$ cat src/rtl/apb_timer_slave.sv
// APB3 slave with a down-counting timer, sticky expiry flag, registered
// interrupt and four scratch registers. PREADY stretches every access phase
// by WAIT_STATES cycles; unmapped addresses and COUNT writes get PSLVERR.
module apb_timer_slave #(
  parameter int ADDRWIDTH   = 16,
  parameter int DATAWIDTH   = 32,
  parameter int WAIT_STATES = 0
) (
  input  logic                 HCLK,
  input  logic                 HRESET,
  input  logic                 PSEL,
  input  logic                 PENABLE,
  input  logic [ADDRWIDTH-1:0] PADDR,
  input  logic                 PWRITE,
  input  logic [DATAWIDTH-1:0] PWDATA,
  input  logic [3:0]           PSTRB,
  output logic [DATAWIDTH-1:0] PRDATA,
  output logic                 PREADY,
  output logic                 PSLVERR,
  output logic                 IRQ
);

  localparam logic [2:0] WS = 3'(WAIT_STATES);

  localparam logic [2:0] IDX_CTRL   = 3'd0;
  localparam logic [2:0] IDX_STATUS = 3'd1;
  localparam logic [2:0] IDX_LOAD   = 3'd2;
  localparam logic [2:0] IDX_COUNT  = 3'd3;

  typedef enum logic [1:0] {
    S_IDLE,
    S_WAIT,
    S_DONE
  } state_t;

  state_t               state_q, state_d;
  logic [2:0]           wcnt_q, wcnt_d;

  logic [1:0]           ctrl_q, ctrl_d;
  logic                 exp_q, exp_d;
  logic [DATAWIDTH-1:0] load_q, load_d;
  logic [DATAWIDTH-1:0] count_q, count_d;
  logic [DATAWIDTH-1:0] scratch_q [4];
  logic [DATAWIDTH-1:0] scratch_d [4];
  logic                 irq_q, irq_d;

  logic                 access;
  logic                 at_limit;
  logic                 done_cycle;
  logic                 first_done;
  logic [2:0]           reg_idx;
  logic                 mapped;
  logic                 bad_access;
  logic                 we;
  logic [DATAWIDTH-1:0] rd_mux;
  logic [1:0]           ctrl_new;
  logic                 start;
  logic                 unused_addr_lsb;

  // Byte-lane merge of write data into an existing register value.
  function automatic logic [DATAWIDTH-1:0] merge_bytes(
    input logic [DATAWIDTH-1:0] old_val,
    input logic [DATAWIDTH-1:0] new_val,
    input logic [3:0]           strb
  );
    logic [DATAWIDTH-1:0] r;
    r = old_val;
    for (int b = 0; b < 4; b++) begin
      if (strb[b]) r[8*b +: 8] = new_val[8*b +: 8];
    end
    return r;
  endfunction

  assign unused_addr_lsb = ^PADDR[1:0];

  assign access     = PSEL & PENABLE;
  assign at_limit   = (wcnt_q == WS);
  assign done_cycle = access & at_limit;
  // A stretched DONE (PENABLE held) must not commit the write twice.
  assign first_done = done_cycle & (state_q != S_DONE);

  assign reg_idx    = PADDR[4:2];
  assign mapped     = (PADDR[ADDRWIDTH-1:5] == '0);
  assign bad_access = !mapped | (PWRITE & (reg_idx == IDX_COUNT));
  assign we         = first_done & PWRITE & !bad_access;

  // Reset forces PREADY high at once so an abandoned transfer cannot stall the bus.
  assign PREADY  = HRESET | !access | at_limit;
  assign PSLVERR = !HRESET & done_cycle & bad_access;
  assign PRDATA  = (!HRESET && done_cycle && mapped) ? rd_mux : '0;
  assign IRQ     = irq_q;

  // Access FSM next state and wait counter: clear when idle, count while waiting.
  always_comb begin
    state_d = S_IDLE;
    wcnt_d  = '0;
    if (access) begin
      if (at_limit) begin
        state_d = S_DONE;
        wcnt_d  = wcnt_q;
      end else begin
        state_d = S_WAIT;
        wcnt_d  = wcnt_q + 3'd1;
      end
    end
  end

  // Access FSM state register.
  always_ff @(posedge HCLK or posedge HRESET) begin
    if (HRESET) begin
      state_q <= S_IDLE;
      wcnt_q  <= '0;
    end else begin
      state_q <= state_d;
      wcnt_q  <= wcnt_d;
    end
  end

  // Read data mux over the register map.
  always_comb begin
    rd_mux = '0;
    case (reg_idx)
      IDX_CTRL:   rd_mux = {{(DATAWIDTH-2){1'b0}}, ctrl_q};
      IDX_STATUS: rd_mux = {{(DATAWIDTH-1){1'b0}}, exp_q};
      IDX_LOAD:   rd_mux = load_q;
      IDX_COUNT:  rd_mux = count_q;
      default:    rd_mux = scratch_q[reg_idx[1:0]];
    endcase
  end

  // Register writes, timer counting and expiry; a hardware EXP set overrides a same-cycle W1C.
  always_comb begin
    ctrl_d    = ctrl_q;
    exp_d     = exp_q;
    load_d    = load_q;
    count_d   = count_q;
    scratch_d = scratch_q;
    ctrl_new  = {PSTRB[0] ? PWDATA[1] : ctrl_q[1], PSTRB[0] ? PWDATA[0] : ctrl_q[0]};
    start     = 1'b0;

    if (we) begin
      case (reg_idx)
        IDX_CTRL: begin
          ctrl_d = ctrl_new;
          start  = ctrl_new[0] & !ctrl_q[0];
        end
        IDX_STATUS: begin
          if (PSTRB[0] && PWDATA[0]) exp_d = 1'b0;
        end
        IDX_LOAD:  load_d = merge_bytes(load_q, PWDATA, PSTRB);
        IDX_COUNT: ;
        default:   scratch_d[reg_idx[1:0]] = merge_bytes(scratch_q[reg_idx[1:0]], PWDATA, PSTRB);
      endcase
    end

    // EN is sampled from the current register, so disabling in the expiry
    // cycle still lets this reload and flag happen.
    if (start) begin
      count_d = load_q;
    end else if (ctrl_q[0]) begin
      if (count_q == '0) begin
        count_d = load_q;
        exp_d   = 1'b1;
      end else begin
        count_d = count_q - 1'b1;
      end
    end

    irq_d = exp_q & ctrl_q[1];
  end

  // Register state.
  always_ff @(posedge HCLK or posedge HRESET) begin
    if (HRESET) begin
      ctrl_q  <= '0;
      exp_q   <= 1'b0;
      load_q  <= '0;
      count_q <= '0;
      irq_q   <= 1'b0;
      for (int i = 0; i < 4; i++) scratch_q[i] <= '0;
    end else begin
      ctrl_q    <= ctrl_d;
      exp_q     <= exp_d;
      load_q    <= load_d;
      count_q   <= count_d;
      irq_q     <= irq_d;
      scratch_q <= scratch_d;
    end
  end

endmodule
$ cat config.mk
export PLATFORM = sky130hd
export DESIGN_NAME = apb_timer_slave
export DESIGN_NICKNAME = d
export VERILOG_FILES = /design/src/rtl/apb_timer_slave.sv
export SDC_FILE = /design/constraint.sdc
export NUM_CORES = 1
export LEC_CHECK = 0
export CAP_MARGIN = 20
export CORE_ASPECT_RATIO = 1.4
export CORE_MARGIN = 3
export CORE_UTILIZATION = 30
export DETAILED_ROUTE_END_ITERATION = 6
export GPL_TIMING_DRIVEN = 0
export PLACE_DENSITY = 0.53
export SKIP_CTS_REPAIR_TIMING = 1
export SLEW_MARGIN = 20
export SYNTH_ARGS = -nofsm -noshare
export SYNTH_HDL_FRONTEND = slang
export SYNTH_SLANG_ARGS = --single-unit
$ cat constraint.sdc
create_clock -name HCLK -period 6.3 [get_ports HCLK]
set_input_delay 1.26 -clock HCLK [delete_from_list [all_inputs] [get_ports HCLK]]
set_output_delay 1.26 -clock HCLK [all_outputs]
set_load 0.005 [all_outputs]
==> reports/metrics.csv, run 1 <==
stage,metric,value,unit
status,outcome,"complete, no violations",
floorplanning,CORE AREA,33610,um^2
worst_setup_path,crit start category,primary input,
worst_setup_path,"most used cell, CP",clkdlybuf4s50_1,
worst_setup_path,Worst Reg-to-Reg Cells,11,
place,IO buf count,85,
routing,vias per inst,5.288,
synthesis,dominant cells by area after synthesis,"dfrtp_1, mux4_2, mux2_2, mux2i_1, a21oi_1",
synthesis,main flop type after synthesis,dfrtp_1,
worst_setup_path,CP cell instances,clkdlybuf4s50_1 -> buf_2 -> clkbuf_1 -> buf_1 -> mux2_2 -> a22oi_1 -> nor2_1 -> clkdlybuf4s50_1,
sta,TNS Setup,0,ns
clocking,"Reg clk slew, reported paths",0.06,ns
global_routing,grt ovf,0,
routing,DRC,0,
worst_setup_path,"delay-heaviest family, CP",buffers and inverters,
synthesis,Synth Net Count,1051,
final_layout,synth-to-layout area growth,22.82,%
worst_setup_path,CP required,5.04,ns
sta,Final Hold Vio Count,0,
sta,relative max-transition margin,40.33,%
min_path,Worst Hold Depth,2,
routing,Vias,8275,
min_path,worst hold path type,register to register,
place,placed wire-length estimate,25.43,mm
floorplanning,die area,36830,um^2
clocking,"Clk Latency, worst-skew pair",0.52,ns
sta,Tmin final,5.694,ns
global_routing,vias in the first global route,8749,
floorplanning,die height,225.9,um
clocking,Clk Tree Root Cell,clkbuf_16,
worst_setup_path,"slowest stage delay, CP",0.59,ns
synthesis,Yosys cell types,66,
routing,drt first pass iters,5,
clocking,clk sinks,201,
global_routing,met3 GRT Util,2.110,%
synthesis,Avg Inst Size Synth,10.47,um^2
sta,final setup vio count,0,
routing,Starting DRT DRC Count,464,
global_routing,Most Crowded Layer GR,met2,
worst_setup_path,stages on the worst setup path,8,
clocking,H-Tree Depth,1,
final_layout,share of cells above drive strength 1,15.98,%
final_layout,n_diodes,0,
global_routing,met2 usage,33.11,%
worst_setup_path,r2r setup slk,3.08,ns
synthesis,Synth top area share,48.54,%
global_routing,initial antenna violation count,0,
clocking,CTS tree,built,
floorplanning,Initial Utilization,30.83,%
clocking,total CTS buffers,22,
synthesis,Post-Syn Instances,990,
global_routing,met1 GRT Util,22.67,%
routing,ANT nets after route,0,
synthesis,"Seq/Total Area, Yosys",48.54,%
sta,worst slew pin tran,0.8869,ns
sta,Tcrit/Tclk final,90.38,%
power,pwr/cell area,255.0,nW/um^2
global_routing,global-route wire length before repair,52.56,mm
synthesis,Ys Warns,0,
final_layout,nets@finish,1167,
worst_setup_path,crit-path max FO,10,
routing,drt total wl,33.48,mm
power,Worst VDD drop,0.0001397,V
global_routing,GRT Overall Usage,18.38,%
power,Leakage,5.562,nW
job,MaxCap Viol Count,0,
clocking,clock buffer depth,3,
power,total chip power,3.245,mW
worst_setup_path,Critical Path End Type,primary output,
global_routing,largest net degree at the start of global routing,34,
final_layout,final cell count without fillers,1565,
worst_setup_path,WP buf/inv,5,
synthesis,Post-synth EDFFs,0,
worst_setup_path,CP max stage cell,buf_1,
worst_setup_path,Worst EP arrival,4.43,ns
sta,fin. max-slew vios,0,
floorplanning,IO Count,92,
sta,worst clock skew,0.01390,ns
worst_setup_path,Crit Path Class,primary input to primary output,
synthesis,Synth Register Bits,201,
floorplanning,Row Count,79,
sta,fmax,175.6,MHz
floorplanning,chip width,163.1,um
routing,per-cell routed wire length,21.39,um
synthesis,"FFs w/ async S/R, synth",100.0,%
place,placed insts,1527,
sta,RSZ-0062 raised after global routing,no,
synthesis,Post-Syn Area,10360,um^2
synthesis,largest area contributor in the netlist,dfrtp_1,
place,Final GP Congestion,0.8583,
==> logic make-up after synthesis <==
logic type | share of synthesized area [%]
compound gates | 13.54
xor+xnor | 0.1691
fa+ha+maj | 0.4831
buf+inv | 3.623
flops | 48.54
mux | 19.22
simple gates | 14.42
==> metal layers <==
| layer | vias to the layer above | wire (um) |
|---|---|---|
| met3 | 58 | 1368 |
| li1 | 3825 | - |
| met1 | 4208 | 13340 |
| met5 | - | 0 |
| met2 | 184 | 17680 |
| met4 | 0 | 1084 |
==> state kept, by name, indices dropped and copies added (netlist names) <==
name / cells
wcnt_q: 3
load_q: 32
IRQ: 1
ctrl_q: 2
count_q: 32
state_q: 2
scratch_q: 128
exp_q: 1
==> through the flow <==
stage               area [um^2]  hold WS (ns)  utilization, %  setup slack (ns)
floorplan                 10360        0.4446               -            0.6937
global placement          11770        0.4574           35.03            -1.642
detailed placement        11930        0.4687           35.49            0.6040
CTS                       12730        0.4826           37.87            0.5939
global route              12730        0.5056           37.87            0.5456
finish                    12730        0.4766           37.87            0.6060
==> layout by cell type (no fill, tap or decap), types with 9 or more instances in the layout <==
master / n
a21oi_1: 88
a22oi_1: 34
a2bb2oi_1: 15
buf_2: 14
clkbuf_1: 45
clkbuf_16: 23
clkdlybuf4s50_1: 85
dfrtp_1: 201
inv_1: 13
mux2_2: 61
mux2i_1: 52
mux4_2: 33
nand2_1: 97
nand3_1: 22
nand4_1: 9
nor2_1: 117
nor3_1: 13
o21ai_0: 68
o21ai_1: 10
==> Yosys cell counts, drive strengths merged, types with 3 or more instances <==
cell     instances
dfrtp          201
nor2           119
nand2           98
a21oi           88
o21ai           78
mux2            64
mux2i           52
clkbuf          45
a22oi           34
mux4            33
buf             25
nand3           22
a2bb2oi         15
nor3            15
inv             14
nor4            10
nand4            9
nand2b           5
or3              5
ha               4
nor2b            4
o22a             4
or4              4
and3             3
and4             3
nand4b           3
o211ai           3
==> final timing paths <==
check,from,to
setup / recovery,PADDR[2],PRDATA[28]
hold / removal,scratch_q[38],scratch_q[38]
setup reg to reg,wcnt_q[0],scratch_q[31]
hold reg to reg,scratch_q[38],scratch_q[38]
max in group asynchronous,HRESET,scratch_q[22]
min in group asynchronous,HRESET,load_q[2]
==> worst reg2reg max path: cells and delay by family (launching register included) <==
kind / cells / cell delay, ns
AND/OR/NAND/NOR: 6 / 1.70
buffers and inverters: 3 / 0.76
flip-flops: 1 / 0.38
adder cells (fa/ha/maj): 1 / 0.16
AO/OA/AOI/OAI: 1 / 0.13
==> where the power goes <==
group	internal [mW]	total (mW)	switching [mW]
Sequential	1.35	1.44	0.0908
Combinational	0.171	0.371	0.200
Clock	0.884	1.44	0.552
==> layout make-up <==
class	instances	area (um^2)
Clock buffer	29	648.1
Fill cell	3407	20880
Buffer	70	322.8
Sequential cell	201	5030
Inverter	14	56.30
Tap cell	445	556.8
Clock inverter	9	150.1
Multi-Input combinational cell	705	4956
Timing Repair Buffer	92	1006
(Power assumes the default switching activity.)
==> run 2, diff against run 1 <==
--- a/config.mk
+++ b/config.mk
@@ -12,8 +12,10 @@
 export DETAILED_ROUTE_END_ITERATION = 6
 export GPL_TIMING_DRIVEN = 0
 export PLACE_DENSITY = 0.53
+export REMOVE_ABC_BUFFERS = 1
 export SKIP_CTS_REPAIR_TIMING = 1
 export SLEW_MARGIN = 20
 export SYNTH_ARGS = -nofsm -noshare
 export SYNTH_HDL_FRONTEND = slang
 export SYNTH_SLANG_ARGS = --single-unit
+export TNS_END_PERCENT = 10
==> reports/metrics.csv, run 2 (synthesis results as in run 1) <==
stage,metric,value,unit,change
worst_setup_path,crit-path max FO,19,,+9
clocking,total CTS buffers,21,,-4.5%
floorplanning,Row Count,79,,unchanged
global_routing,vias in the first global route,8084,,-7.6%
sta,fin. max-slew vios,0,,unchanged
sta,worst slew pin tran,0.8040,ns,-0.08290 ns
sta,final setup vio count,0,,unchanged
worst_setup_path,CP required,5.04,ns,about the same
sta,worst clock skew,0.009171,ns,-0.004724 ns
floorplanning,Initial Utilization,30.83,%,unchanged
routing,drt total wl,27.88,mm,-17%
status,outcome,"complete, no violations",,
final_layout,nets@finish,1108,,-5.1%
clocking,clock buffer depth,3,,unchanged
final_layout,final cell count without fillers,1499,,-4.2%
final_layout,n_diodes,0,,unchanged
floorplanning,CORE AREA,33610,um^2,unchanged
clocking,CTS tree,built,,
final_layout,synth-to-layout area growth,19.91,%,
routing,vias per inst,5.157,,-2.5%
floorplanning,IO Count,92,,unchanged
global_routing,global-route wire length before repair,44.80,mm,-15%
clocking,clk sinks,201,,unchanged
routing,ANT nets after route,0,,unchanged
power,pwr/cell area,236.5,nW/um^2,-7.3%
final_layout,largest registers,"scratch_q: 128 flops, count_q: 32 flops, load_q: 32 flops",,
sta,fmax,201.7,MHz,+15%
final_layout,number of flip-flops under the largest register name,128,,unchanged
global_routing,largest net degree at the start of global routing,103,,+200%
sta,Final Hold Vio Count,0,,unchanged
clocking,Clk Tree Root Cell,clkbuf_16,,
worst_setup_path,CP max stage cell,clkdlybuf4s50_1,,
final_layout,"commonest non-fill, non-tap cell in the layout",dfrtp_1,,
place,placed wire-length estimate,18.87,mm,-26%
floorplanning,die area,36830,um^2,unchanged
clocking,H-Tree Depth,1,,unchanged
sta,Tmin final,4.957,ns,-0.7367 ns
min_path,worst hold path type,register to register,,
power,Leakage,5.433,nW,-2.3%
worst_setup_path,CP cell instances,clkdlybuf4s50_1 -> nor4_1 -> nand2_1 -> nor2_1 -> nand2_2 -> buf_16 -> nor2_1 -> clkdlybuf4s50_1,,
routing,Starting DRT DRC Count,434,,-6.5%
routing,per-cell routed wire length,18.60,um,-13%
place,IO buf count,89,,+4.7%
worst_setup_path,"slowest stage delay, CP",0.55,ns,-0.04 ns
routing,DRC,0,,unchanged
final_layout,Final Util,36.97,%,-0.90 points
job,MaxCap Viol Count,0,,unchanged
final_layout,share of cells above drive strength 1,15.65,%,-0.33 points
worst_setup_path,Crit Path Class,primary input to primary output,,
global_routing,grt ovf,0,,unchanged
clocking,"Reg clk slew, reported paths",0.06,ns,about the same
final_layout,most frequent cells in the layout,"dfrtp_1, nor2_1, nand2_1",,
sta,RSZ-0062 raised after global routing,no,,
sta,relative max-transition margin,45.91,%,+5.6 points
place,placed insts,1469,,-3.8%
floorplanning,chip width,163.1,um,unchanged
clocking,"Clk Latency, worst-skew pair",0.50,ns,-0.02 ns
worst_setup_path,crit start category,primary input,,
worst_setup_path,Critical Path End Type,primary output,,
global_routing,GRT Overall Usage,15.20,%,-3.2 points
floorplanning,die height,225.9,um,unchanged
power,Worst VDD drop,0.0001019,V,-27%
final_layout,most flop-heavy register,scratch_q,,
sta,Tcrit/Tclk final,78.69,%,-12 points
place,Final GP Congestion,0.7710,,-10%
routing,Vias,7730,,-6.6%
routing,drt first pass iters,5,,unchanged
global_routing,initial antenna violation count,0,,unchanged
worst_setup_path,Worst EP arrival,3.70,ns,-0.73 ns
run 2: changes by cell type in the layout (fill, tap and decap cells not counted), moves of 5 or more:
cell      change
buf_1         -5
clkbuf_1     -42
buf_4         +5
buf_2        -13
buf_16        +6
run 2: power breakdown:
group	switching, mW	internal, mW
Clock	0.493	0.656
Combinational	0.182	0.167
Sequential	0.0928	1.35
Total	0.768	2.17
run 2: layout make-up:
type	count	area (um^2)
clock buffers	25	550.5
clock inverters	5	53.80
fillers	3359	21180
inverters	14	60.06
multi-input cells	705	4991
flip-flops and latches	201	5030
well taps	445	556.8
repair buffers	104	1182
run 2: path summary, 6_finish.rpt:
check	from	end	slack, ns	cells after the start
worst max register to register	wcnt_q[0]	scratch_q[86]	3.25	12
worst min-delay path	scratch_q[99]	scratch_q[99]	0.47	2
worst min register to register	scratch_q[99]	scratch_q[99]	0.47	2
worst max-delay path	PADDR[6]	PRDATA[12]	1.34	8
min in group asynchronous	HRESET	state_q[0]	1.07	2
max in group asynchronous	HRESET	scratch_q[24]	4.48	3
run 2: per-layer routing:
layer  wire length [um]  up-vias  part of all wire [%]  track usage, %
met1              11680     3842                    42           19.08
met5                  0        -                     0               0
met2              14500      159                    52           27.41
met4                485        0                   1.7           4.013
li1                   -     3699                     -               -
met3               1207       30                   4.3           2.073
run 2: critical path, delay by kind of cell:
family | cells | cell delay (ns)
buffers and inverters | 3 | 1.21
and+or+nand+nor | 5 | 1.21
run 2: through the flow:
step	hold slack (ns)	total power, mW	cell area (um^2)	TNS [ns]	worst slack, ns
after CTS	0.4792	2.985	12420	0	1.268
after global routing	0.5101	3.075	12420	0	1.094
after detailed placement	0.4661	1.818	11820	0	1.272
after floorplan	0.4446	1.656	10040	-93.27	-0.6271
after global placement	0.4579	1.809	11490	-1156.20	-5.243
final	0.4749	2.938	12420	0	1.343
==> run 3, diff against run 2 <==
==> constraint.sdc (replaced) <==
create_clock -name HCLK -period 4.4 [get_ports HCLK]
set_input_delay 0.88 -clock HCLK [delete_from_list [all_inputs] [get_ports HCLK]]
set_output_delay 0.88 -clock HCLK [all_outputs]
set_load 0.005 [all_outputs]
==> reports/metrics.csv, run 3 (synthesis results as in run 1) <==
stage,metric,value,unit,change
routing,per-cell routed wire length,18.61,um,about the same
worst_setup_path,RR Endpoint,scratch_q[86],,
sta,fmax,241.1,MHz,
sta,worst slew pin tran,0.8027,ns,-0.001305 ns
worst_setup_path,Worst Reg-to-Reg Cells,12,,unchanged
clocking,CTS tree,built,,
min_path,Worst Hold Depth,2,,unchanged
global_routing,initial antenna violation count,0,,unchanged
clocking,Clk Tree Root Cell,clkbuf_16,,
final_layout,n_diodes,0,,unchanged
global_routing,met2 usage,27.41,%,unchanged
place,Final GP Congestion,0.7710,,unchanged
worst_setup_path,Worst EP arrival,3.27,ns,-0.43 ns
worst_setup_path,R2R Path Start,wcnt_q[0],,
sta,fin. max-slew vios,0,,unchanged
final_layout,Layout Cell Area excl Fill,12430,um^2,about the same
floorplanning,Row Count,79,,unchanged
sta,RSZ-0062 raised after global routing,no,,
place,placed wire-length estimate,18.87,mm,unchanged
final_layout,fill cell count,3360,,+0.030%
final_layout,Multi-input gate area,4996,um^2,+0.10%
routing,DRC,0,,unchanged
sta,final setup vio count,0,,unchanged
global_routing,largest net degree at the start of global routing,103,,unchanged
sta,Final Hold Vio Count,0,,unchanged
clocking,clock buffer depth,3,,unchanged
worst_setup_path,crit-path max FO,19,,unchanged
global_routing,Most Crowded Layer GR,met2,,
global_routing,grt ovf,0,,unchanged
routing,vias per inst,5.148,,-0.17%
job,MaxCap Viol Count,0,,unchanged
floorplanning,die area,36830,um^2,unchanged
final_layout,largest registers,"scratch_q: 128 flops, count_q: 32 flops, load_q: 32 flops",,
routing,drt total wl,27.90,mm,about the same
final_layout,nets@finish,1108,,unchanged
worst_setup_path,crit start category,primary input,,
clocking,"Clk Latency, worst-skew pair",0.50,ns,about the same
clocking,clk sinks,201,,unchanged
clocking,total CTS buffers,21,,unchanged
floorplanning,IO Count,92,,unchanged
sta,Tcrit/Tclk final,94.27,%,
place,"Cell Area, Placed",11820,um^2,unchanged
worst_setup_path,Crit Path Class,primary input to primary output,,
power,Worst VDD drop,0.0001460,V,+43%
sta,relative max-transition margin,45.99,%,+0.088 points
global_routing,met1 GRT Util,19.08,%,unchanged
routing,drt first pass iters,5,,unchanged
final_layout,final cell count without fillers,1499,,unchanged
global_routing,global-route wire length before repair,44.80,mm,unchanged
worst_setup_path,CP max stage cell,clkdlybuf4s50_1,,
final_layout,share of cells above drive strength 1,15.65,%,unchanged
status,outcome,"complete, no violations",,
sta,TNS Setup,0,ns,unchanged
final_layout,synth-to-layout area growth,19.96,%,about the same
worst_setup_path,Critical Path End Type,primary output,,
sta,Min Hold Slack,0.4749,ns,+0.000001000 ns
routing,Starting DRT DRC Count,428,,-1.4%
global_routing,vias in the first global route,8084,,unchanged
place,IO buf count,89,,unchanged
floorplanning,die height,225.9,um,unchanged
floorplanning,chip width,163.1,um,unchanged
worst_setup_path,CP required,3.52,ns,-1.52 ns
worst_setup_path,CP cell instances,clkdlybuf4s50_1 -> nor4_1 -> nand2_1 -> nor2_1 -> nand2_4 -> buf_16 -> nor2_1 -> clkdlybuf4s50_1,,
final_layout,number of flip-flops under the largest register name,128,,unchanged
final_layout,"commonest non-fill, non-tap cell in the layout",dfrtp_1,,
clocking,"Reg clk slew, reported paths",0.06,ns,about the same
floorplanning,CORE AREA,33610,um^2,unchanged
global_routing,GRT Overall Usage,15.20,%,unchanged
min_path,worst hold path type,register to register,,
power,Leakage,5.447,nW,+0.26%
worst_setup_path,"slowest stage delay, CP",0.55,ns,about the same
sta,worst clock skew,0.008400,ns,-0.0007710 ns
power,pwr/cell area,338.5,nW/um^2,+43%
sta,Tmin final,4.148,ns,
final_layout,register area,5030,um^2,unchanged
routing,ANT nets after route,0,,unchanged
clocking,H-Tree Depth,1,,unchanged
min_path,WHS Endpoint,scratch_q[99],,
final_layout,most frequent cells in the layout,"dfrtp_1, nor2_1, nand2_1",,
floorplanning,Initial Utilization,30.83,%,unchanged
min_path,hold_sp,scratch_q[99],,
routing,Vias,7717,,-0.17%
worst_setup_path,r2r setup slk,1.34,ns,-1.91 ns
place,placed insts,1469,,unchanged
final_layout,most flop-heavy register,scratch_q,,
global_routing,met3 GRT Util,2.073,%,unchanged
run 3: cell counts in the layout (fill, tap and decap cells not counted):
Identical to the previous run, type by type.
run 3: power breakdown:
group | switching [mW] | internal, mW | total (mW) | leakage (nW)
Clock | 0.707 | 0.939 | 1.65 | 0.300
Sequential | 0.133 | 1.93 | 2.06 | 2.76
Combinational | 0.261 | 0.239 | 0.500 | 2.39
run 3: layout make-up:
cell class	instances	share of cell area [%]
flip-flops and latches	201	40.47
multi-input cells	705	40.20
repair buffers	104	9.513
well taps	445	4.480
clock buffers	25	4.429
inverters	14	0.4832
clock inverters	5	0.4329
run 3: per-stage QoR:
stage | util (%) | setup slack [ns] | total power [mW]
floorplan | - | -1.981 | 2.372
global placement | 34.18 | -6.763 | 2.590
detailed placement | 35.17 | 0.1324 | 2.603
CTS | 36.97 | 0.1282 | 4.274
global route | 36.98 | 0.03308 | 4.403
finish | 36.98 | 0.2520 | 4.207
run 3: how the worst max path moves through the flow:
| stage | start | endpoint | slack [ns] | cells after the start |
|---|---|---|---|---|
| after floorplan | HRESET | IRQ | -1.98 | 1 |
| after global placement | PADDR[2] | scratch_q[77] | -6.76 | 3 |
| after detailed placement | PADDR[6] | PRDATA[12] | 0.13 | 8 |
| after CTS | PADDR[6] | PRDATA[12] | 0.13 | 8 |
| after global routing | PADDR[6] | PRDATA[12] | 0.03 | 8 |
| final | PADDR[6] | PRDATA[12] | 0.25 | 8 |
run 3: routing by layer:
layer  part of all wire, %  up-vias
met4                   1.7        0
met1                    42     3837
li1                      -     3701
met3                   4.1       30
met5                     0        -
met2                    52      149
run 3: critical path, delay by kind of cell:
kind          cells  cell delay [ns]
simple gates      5             1.21
buf+inv           3             1.17
